### config.mk
export PLATFORM = sky130hd
export DESIGN_NAME = background_arbiter_flat
export DESIGN_NICKNAME = d
export VERILOG_FILES = /design/src/rtl/background_arbiter_if.sv /design/src/rtl/background_arbiter.sv /design/src/flat_wrapper.sv
export SDC_FILE = /design/constraint.sdc
export NUM_CORES = 1
export LEC_CHECK = 0
export CAP_MARGIN = 20
export CORE_MARGIN = 3
export CORE_UTILIZATION = 45
export DETAILED_ROUTE_END_ITERATION = 6
export PLACE_DENSITY = 0.76
export SYNTH_ARGS = -nofsm -noshare
export SYNTH_HDL_FRONTEND = slang
export SYNTH_SLANG_ARGS = --single-unit
### constraint.sdc
create_clock -name clock -period 3.9 [get_ports clock]
set_clock_uncertainty 0.1 [all_clocks]
set_input_delay 0.39 -clock clock [delete_from_list [all_inputs] [get_ports clock]]
set_output_delay 0.39 -clock clock [all_outputs]
set_load 0.005 [all_outputs]
### src/rtl/background_arbiter_if.sv
// Bus bundle around the background tile RAM arbiter: display read path,
// single-tile write handshake, rectangle-fill control and the RAM port.
interface background_arbiter_if;
    logic [9:0]  disp_x;
    logic [9:0]  disp_y;
    logic        disp_active;
    logic [11:0] disp_q;

    logic        wr_req;
    logic [7:0]  wr_tile_x;
    logic [7:0]  wr_tile_y;
    logic [11:0] wr_color;
    logic        wr_ack;

    logic        fill_start;
    logic [7:0]  fill_x0;
    logic [7:0]  fill_y0;
    logic [7:0]  fill_x1;
    logic [7:0]  fill_y1;
    logic [11:0] fill_color;
    logic        fill_busy;
    logic        fill_done;

    logic [15:0] ram_address;
    logic [11:0] ram_data;
    logic        ram_wren;
    logic [11:0] ram_q;

    modport master (
        output disp_x, disp_y, disp_active,
        output wr_req, wr_tile_x, wr_tile_y, wr_color,
        output fill_start, fill_x0, fill_y0, fill_x1, fill_y1, fill_color,
        output ram_q,
        input  disp_q, wr_ack, fill_busy, fill_done,
        input  ram_address, ram_data, ram_wren
    );

    modport slave (
        input  disp_x, disp_y, disp_active,
        input  wr_req, wr_tile_x, wr_tile_y, wr_color,
        input  fill_start, fill_x0, fill_y0, fill_x1, fill_y1, fill_color,
        input  ram_q,
        output disp_q, wr_ack, fill_busy, fill_done,
        output ram_address, ram_data, ram_wren
    );
endinterface

### src/rtl/background_arbiter.sv
// Owns the 256x256x12 background tile RAM; fixed priority per cycle:
// display read > single-tile write > rectangle-fill step.
module background_arbiter #(
    parameter int unsigned FILL_EN = 1
) (
    input logic                  clock,
    input logic                  resetn,
    background_arbiter_if.slave  bus
);
    typedef enum logic [1:0] {IDLE, FILL, DONE} fill_state_t;

    fill_state_t state;
    logic [7:0]  xlo, xhi, ylo, yhi;
    logic [7:0]  cur_x, cur_y;
    logic [11:0] color;
    logic [1:0]  disp_vld;

    logic        grant_wr, grant_fill, fill_last;
    logic [7:0]  nx_lo, nx_hi, ny_lo, ny_hi;
    logic        unused_bits;

    // Pixel-within-tile bits do not address the RAM.
    assign unused_bits = ^{bus.disp_x[1:0], bus.disp_y[1:0]};

    always_comb begin
        // wr_ack high blocks a re-grant so a late-dropped wr_req never writes twice.
        grant_wr   = !bus.disp_active && bus.wr_req && !bus.wr_ack;
        grant_fill = !bus.disp_active && !grant_wr && (state == FILL);
        fill_last  = (cur_x == xhi) && (cur_y == yhi);
        nx_lo      = (bus.fill_x0 < bus.fill_x1) ? bus.fill_x0 : bus.fill_x1;
        nx_hi      = (bus.fill_x0 < bus.fill_x1) ? bus.fill_x1 : bus.fill_x0;
        ny_lo      = (bus.fill_y0 < bus.fill_y1) ? bus.fill_y0 : bus.fill_y1;
        ny_hi      = (bus.fill_y0 < bus.fill_y1) ? bus.fill_y1 : bus.fill_y0;
    end

    always_ff @(posedge clock or negedge resetn) begin
        if (!resetn) begin
            bus.ram_address <= '0;
            bus.ram_data    <= '0;
            bus.ram_wren    <= 1'b0;
            bus.disp_q      <= '0;
            bus.wr_ack      <= 1'b0;
            disp_vld        <= '0;
        end else begin
            disp_vld   <= {disp_vld[0], bus.disp_active};
            bus.disp_q <= disp_vld[1] ? bus.ram_q : '0;
            bus.wr_ack <= grant_wr;
            if (bus.disp_active) begin
                bus.ram_address <= {bus.disp_y[9:2], bus.disp_x[9:2]};
                bus.ram_wren    <= 1'b0;
            end else if (grant_wr) begin
                bus.ram_address <= {bus.wr_tile_y, bus.wr_tile_x};
                bus.ram_data    <= bus.wr_color;
                bus.ram_wren    <= 1'b1;
            end else if (grant_fill) begin
                bus.ram_address <= {cur_y, cur_x};
                bus.ram_data    <= color;
                bus.ram_wren    <= 1'b1;
            end else begin
                bus.ram_wren    <= 1'b0;
            end
        end
    end

    always_ff @(posedge clock or negedge resetn) begin
        if (!resetn) begin
            state         <= IDLE;
            bus.fill_busy <= 1'b0;
            bus.fill_done <= 1'b0;
            xlo           <= '0;
            xhi           <= '0;
            ylo           <= '0;
            yhi           <= '0;
            cur_x         <= '0;
            cur_y         <= '0;
            color         <= '0;
        end else begin
            case (state)
                IDLE: begin
                    bus.fill_done <= 1'b0;
                    if (bus.fill_start && (FILL_EN != 0)) begin
                        xlo           <= nx_lo;
                        xhi           <= nx_hi;
                        ylo           <= ny_lo;
                        yhi           <= ny_hi;
                        cur_x         <= nx_lo;
                        cur_y         <= ny_lo;
                        color         <= bus.fill_color;
                        bus.fill_busy <= 1'b1;
                        state         <= FILL;
                    end
                end
                FILL: begin
                    // Cursor only moves on a granted step, so pauses never skip tiles.
                    if (grant_fill) begin
                        if (fill_last) begin
                            bus.fill_done <= 1'b1;
                            state         <= DONE;
                        end else if (cur_x == xhi) begin
                            cur_x <= xlo;
                            cur_y <= cur_y + 8'd1;
                        end else begin
                            cur_x <= cur_x + 8'd1;
                        end
                    end
                end
                DONE: begin
                    bus.fill_done <= 1'b0;
                    bus.fill_busy <= 1'b0;
                    state         <= IDLE;
                end
                default: state <= IDLE;
            endcase
        end
    end
endmodule
### src/flat_wrapper.sv
// flat-port wrapper written by rule: the top's interface ports become plain ports
module background_arbiter_flat 
#(
    parameter int unsigned FILL_EN = 1
)
  (clock, resetn, bus_disp_x, bus_disp_y, bus_disp_active, bus_wr_req, bus_wr_tile_x, bus_wr_tile_y, bus_wr_color, bus_fill_start, bus_fill_x0, bus_fill_y0, bus_fill_x1, bus_fill_y1, bus_fill_color, bus_ram_q, bus_disp_q, bus_wr_ack, bus_fill_busy, bus_fill_done, bus_ram_address, bus_ram_data, bus_ram_wren);
  background_arbiter_if bus_i ();
  input logic clock;
  input logic resetn;
  input wire logic [$bits(bus_i.disp_x)-1:0] bus_disp_x;
  input wire logic [$bits(bus_i.disp_y)-1:0] bus_disp_y;
  input wire logic [$bits(bus_i.disp_active)-1:0] bus_disp_active;
  input wire logic [$bits(bus_i.wr_req)-1:0] bus_wr_req;
  input wire logic [$bits(bus_i.wr_tile_x)-1:0] bus_wr_tile_x;
  input wire logic [$bits(bus_i.wr_tile_y)-1:0] bus_wr_tile_y;
  input wire logic [$bits(bus_i.wr_color)-1:0] bus_wr_color;
  input wire logic [$bits(bus_i.fill_start)-1:0] bus_fill_start;
  input wire logic [$bits(bus_i.fill_x0)-1:0] bus_fill_x0;
  input wire logic [$bits(bus_i.fill_y0)-1:0] bus_fill_y0;
  input wire logic [$bits(bus_i.fill_x1)-1:0] bus_fill_x1;
  input wire logic [$bits(bus_i.fill_y1)-1:0] bus_fill_y1;
  input wire logic [$bits(bus_i.fill_color)-1:0] bus_fill_color;
  input wire logic [$bits(bus_i.ram_q)-1:0] bus_ram_q;
  output wire logic [$bits(bus_i.disp_q)-1:0] bus_disp_q;
  output wire logic [$bits(bus_i.wr_ack)-1:0] bus_wr_ack;
  output wire logic [$bits(bus_i.fill_busy)-1:0] bus_fill_busy;
  output wire logic [$bits(bus_i.fill_done)-1:0] bus_fill_done;
  output wire logic [$bits(bus_i.ram_address)-1:0] bus_ram_address;
  output wire logic [$bits(bus_i.ram_data)-1:0] bus_ram_data;
  output wire logic [$bits(bus_i.ram_wren)-1:0] bus_ram_wren;
  assign bus_i.disp_x = bus_disp_x;
  assign bus_i.disp_y = bus_disp_y;
  assign bus_i.disp_active = bus_disp_active;
  assign bus_i.wr_req = bus_wr_req;
  assign bus_i.wr_tile_x = bus_wr_tile_x;
  assign bus_i.wr_tile_y = bus_wr_tile_y;
  assign bus_i.wr_color = bus_wr_color;
  assign bus_i.fill_start = bus_fill_start;
  assign bus_i.fill_x0 = bus_fill_x0;
  assign bus_i.fill_y0 = bus_fill_y0;
  assign bus_i.fill_x1 = bus_fill_x1;
  assign bus_i.fill_y1 = bus_fill_y1;
  assign bus_i.fill_color = bus_fill_color;
  assign bus_i.ram_q = bus_ram_q;
  assign bus_disp_q = bus_i.disp_q;
  assign bus_wr_ack = bus_i.wr_ack;
  assign bus_fill_busy = bus_i.fill_busy;
  assign bus_fill_done = bus_i.fill_done;
  assign bus_ram_address = bus_i.ram_address;
  assign bus_ram_data = bus_i.ram_data;
  assign bus_ram_wren = bus_i.ram_wren;
  background_arbiter #(.FILL_EN(FILL_EN)) u_core (.clock(clock), .resetn(resetn), .bus(bus_i));
endmodule
==> flow_metrics.py <==
metrics = {
    "global_route": {
        "overflow": 0,
        "antenna_found_initial": 0,
        "grt_usage_pct": 21.6,
        "grt_pass1_wl_um": 22800,
        "grt_pass1_vias": 4580,
        "grt_max_degree": 70,
    },
    "logic_synthesis": {
        "synthesis.instances": 590,
        "synth_warnings": 0,
        "synth_top_area_share_pct": 47.6,
        "synth.avg_cell_area_um2": 8.91,
        "synth_top_area_cell": "dfrtp_1",
        "synth_area_mm2": 0.00526,
        "synth_area_leaders": "dfrtp_1 48%, nand2_1 10%, o21ai_0 5.6%",
        "synth_seq_cells": 100,
        "syn-num-nets": 715,
        "ys_types": 45,
        "ys_seq_area_share_pct": 47.6,
    },
    "critical_path": {
        "endpoint_kind": "flop",
        "r2r_end": "u_core.cur_y[6]$_DFFE_PN0P_",
        "reg2reg_from": "u_core.state[1]$_DFFE_PN0P_",
        "rrSetupSlack_ns": 1.42,
        "critical_path_class": "input port to flop",
        "cp.arrival_ns": 2.90,
        "worstRegToRegCells": 6,
        "required_ns": 4.03,
        "worstSetupStartpointType": "input port",
        "path_max_fanout": 13,
    },
    "drt": {
        "vias": 4599,
        "wl_um": 13800,
        "drc_errors": 0,
        "avgViaCountPerCell": 5.29,
        "drt-pass1-iter-count": 5,
        "first_iter_violations": 539,
        "drtAntennaViolNets": 0,
        "post_drt_wl_per_cell_um": 15.9,
    },
    "die": {
        "dieArea_mm2": 0.0130,
        "rows": 38,
        "pin_count": 153,
        "initial_core_util_pct": 47.3,
        "die_x_um": 114,
        "chipHeight_um": 114,
        "core_area_mm2": 0.0111,
    },
    "clocking": {
        "path_clk_slew_ns": 0.07,
        "clock_latency_ns": 0.34,
        "h-tree-depth": 3,
        "cts_sinks": 100,
        "post-cts-setup-buffers": 0,
        "post_cts_resize_count": 0,
        "cts_hold_buf": 1,
        "cts_root_buffer": "clkbuf_16",
        "cts_inserted_buffers": 9,
        "clockBufferDepth": 2,
        "cts_tree": "built",
    },
    "worst_hold_path": {
        "worstHoldStart": "u_core.disp_vld[0]$_DFF_PN0_",
        "hold_end": "u_core.disp_vld[1]$_DFF_PN0_",
        "hold-path-cell-count": 0,
        "hold_class": "flop to flop",
    },
    "cells_and_area": {
        "drive_gt1_share_pct": 5.21,
        "finalNetCount": 849,
        "area_delta_synth_final_pct": 35.9,
        "fin_cells": 869,
        "antenna-diode-count": 0,
        "design_area_mm2": 0.00715,
        "layout_commonest_cell": "clkdlybuf4s50_1",
        "layout_common_cells": "146 x clkdlybuf4s50_1, 145 x nand2_1, 100 x dfrtp_1",
    },
    "power": {
        "peakVddDrop_mv": 0.232,
        "total_power_w": 0.00358,
        "sw_frac_of_total_pct": 34.1,
        "p_switching_w": 0.00122,
        "p_comb_share_pct": 30.3,
        "internal_power_w": 0.00236,
        "p_clk_share_pct": 24.9,
        "power_frac_seq_pct": 44.8,
        "cellPowerDensity_mw_per_mm2": 501,
        "total_leakage_power_nw": 3.21,
    },
    "status": {
        "outcome": "finished, final reports clean",
    },
    "sta": {
        "fin_crit_ns": 2.77,
        "finalMaxSlewViolations": 0,
        "max_freq_ghz": 0.361,
        "hold_viol_final": 0,
        "tightest_slew_ns": 1.04,
        "min_period_over_period_pct": 71.0,
        "relSlewSlack_pct": 30.0,
        "rsz0062_at_grt": "false",
        "setup_viol": 0,
        "fin_tns_setup_ns": 0,
    },
    "place": {
        "gp_congestion": 0.883,
        "place_hpwl_um": 10300,
        "dpl-instance-area_mm2": 0.00683,
        "port_buffers": 148,
        "place_inst": 852,
    },
    "job": {
        "max_cap_violations": 0,
    },
}
[state kept, by name (all words and copies together) (netlist names)]
signal                  count
u_core.bus.disp_q          12
u_core.bus.fill_busy        1
u_core.bus.fill_done        1
u_core.bus.ram_address     16
u_core.bus.ram_data        12
u_core.bus.ram_wren         1
u_core.bus.wr_ack           1
u_core.color               12
u_core.cur_x                8
u_core.cur_y                8
u_core.disp_vld             2
u_core.state                2
u_core.xhi                  8
u_core.xlo                  8
u_core.yhi                  8
[cell usage after synthesis (all sizes together)]
cell and count:
a31oi 5, o22ai 1, nor3 4, and3 2
a21oi 43, o22a 3, xor2 2, nor4 1
clkbuf 24, o211ai 4, xnor2 20, a221o 1
a2111o 1, o311a 1, nand3 10, and2 14
mux2 6, o31ai 1, inv 20, and4 2
mux2i 27, a211oi 4, dfrtp 100, a221oi 1
a311oi 2, nand2b 5, nor2 26, a22o 1
a21o 3, buf 11, nand4 6, a22oi 11
nor3b 1, ha 16, o2111ai 1, nor2b 2
o21ai 60, a211o 1, nand3b 2, nand2 145
[worst max-delay path, stage by stage]
cell             delay, ns
clkdlybuf4s50_1       0.48
inv_1                 0.06
ha_1                  0.30
a211o_1               0.25
a31oi_1               0.15
o311a_1               0.39
buf_4                 0.29
mux2i_1               0.22
o21ai_0               0.09
mux2_2                0.26
[cells by family after synthesis]
kind of cell / count (synthesis) / synth area share [%]
AO/OA/AOI/OAI: 144 / 16.3
multiplexers: 33 / 6.42
flip-flops: 100 / 47.6
adder cells (fa/ha/maj): 16 / 3.81
AND/OR/NAND/NOR: 220 / 17.9
buffers and inverters: 55 / 4.35
XOR/XNOR: 22 / 3.66
[through the flow]
step	hold WS, ns	setup WS (ns)	utilization [%]
floorplan	-0.00559	1.66	-
global placement	0.233	0.801	61.4
detailed placement	0.235	0.771	61.4
CTS	0.251	1.14	64.2
global route	0.254	0.977	64.2
finish	0.252	1.13	64.2
[routing by layer]
metal  share of wire [%]  global-route usage (%)
met2                  46                    34.0
met5                   0                       0
met3                 5.5                    2.11
met4                 1.3                    6.10
met1                  47                    32.1
[final cells by class]
class,instances,area (um^2)
Fill cell,965,3980
Multi-Input combinational cell,435,2540
Sequential cell,100,2500
Timing Repair Buffer,158,1550
Clock buffer,9,225
Tap cell,140,175
Clock inverter,7,76.3
Inverter,20,75.1
[power groups by stage]
stage	clock network (W)	registers, W	logic, W
finish	0.000893	0.00160	0.00108
global route	0.000946	0.00164	0.00123
CTS	0.000905	0.00160	0.00109
detailed placement	0	0.00162	0.00108
global placement	0	0.00160	0.00104
floorplan	0	0.00150	0.000726
[how the worst max path moves through the flow]
stage | endpoint | slack (ns) | startpoint | cells after the start
final | u_core.cur_y[1]$_DFFE_PN0P_ | 1.13 | bus_fill_y1[2] | 10
after CTS | u_core.cur_y[1]$_DFFE_PN0P_ | 1.14 | bus_fill_y1[2] | 10
after global routing | u_core.cur_y[1]$_DFFE_PN0P_ | 0.98 | bus_fill_y1[2] | 10
after detailed placement | u_core.cur_y[1]$_DFFE_PN0P_ | 0.77 | bus_fill_y1[2] | 10
after global placement | u_core.cur_y[1]$_DFFE_PN0P_ | 0.80 | bus_fill_y1[2] | 10
after floorplan | u_core.cur_x[4]$_DFFE_PN0P_ | 1.66 | bus_fill_x1[1] | 8
Note: power is estimated with default switching activity, not from simulation.
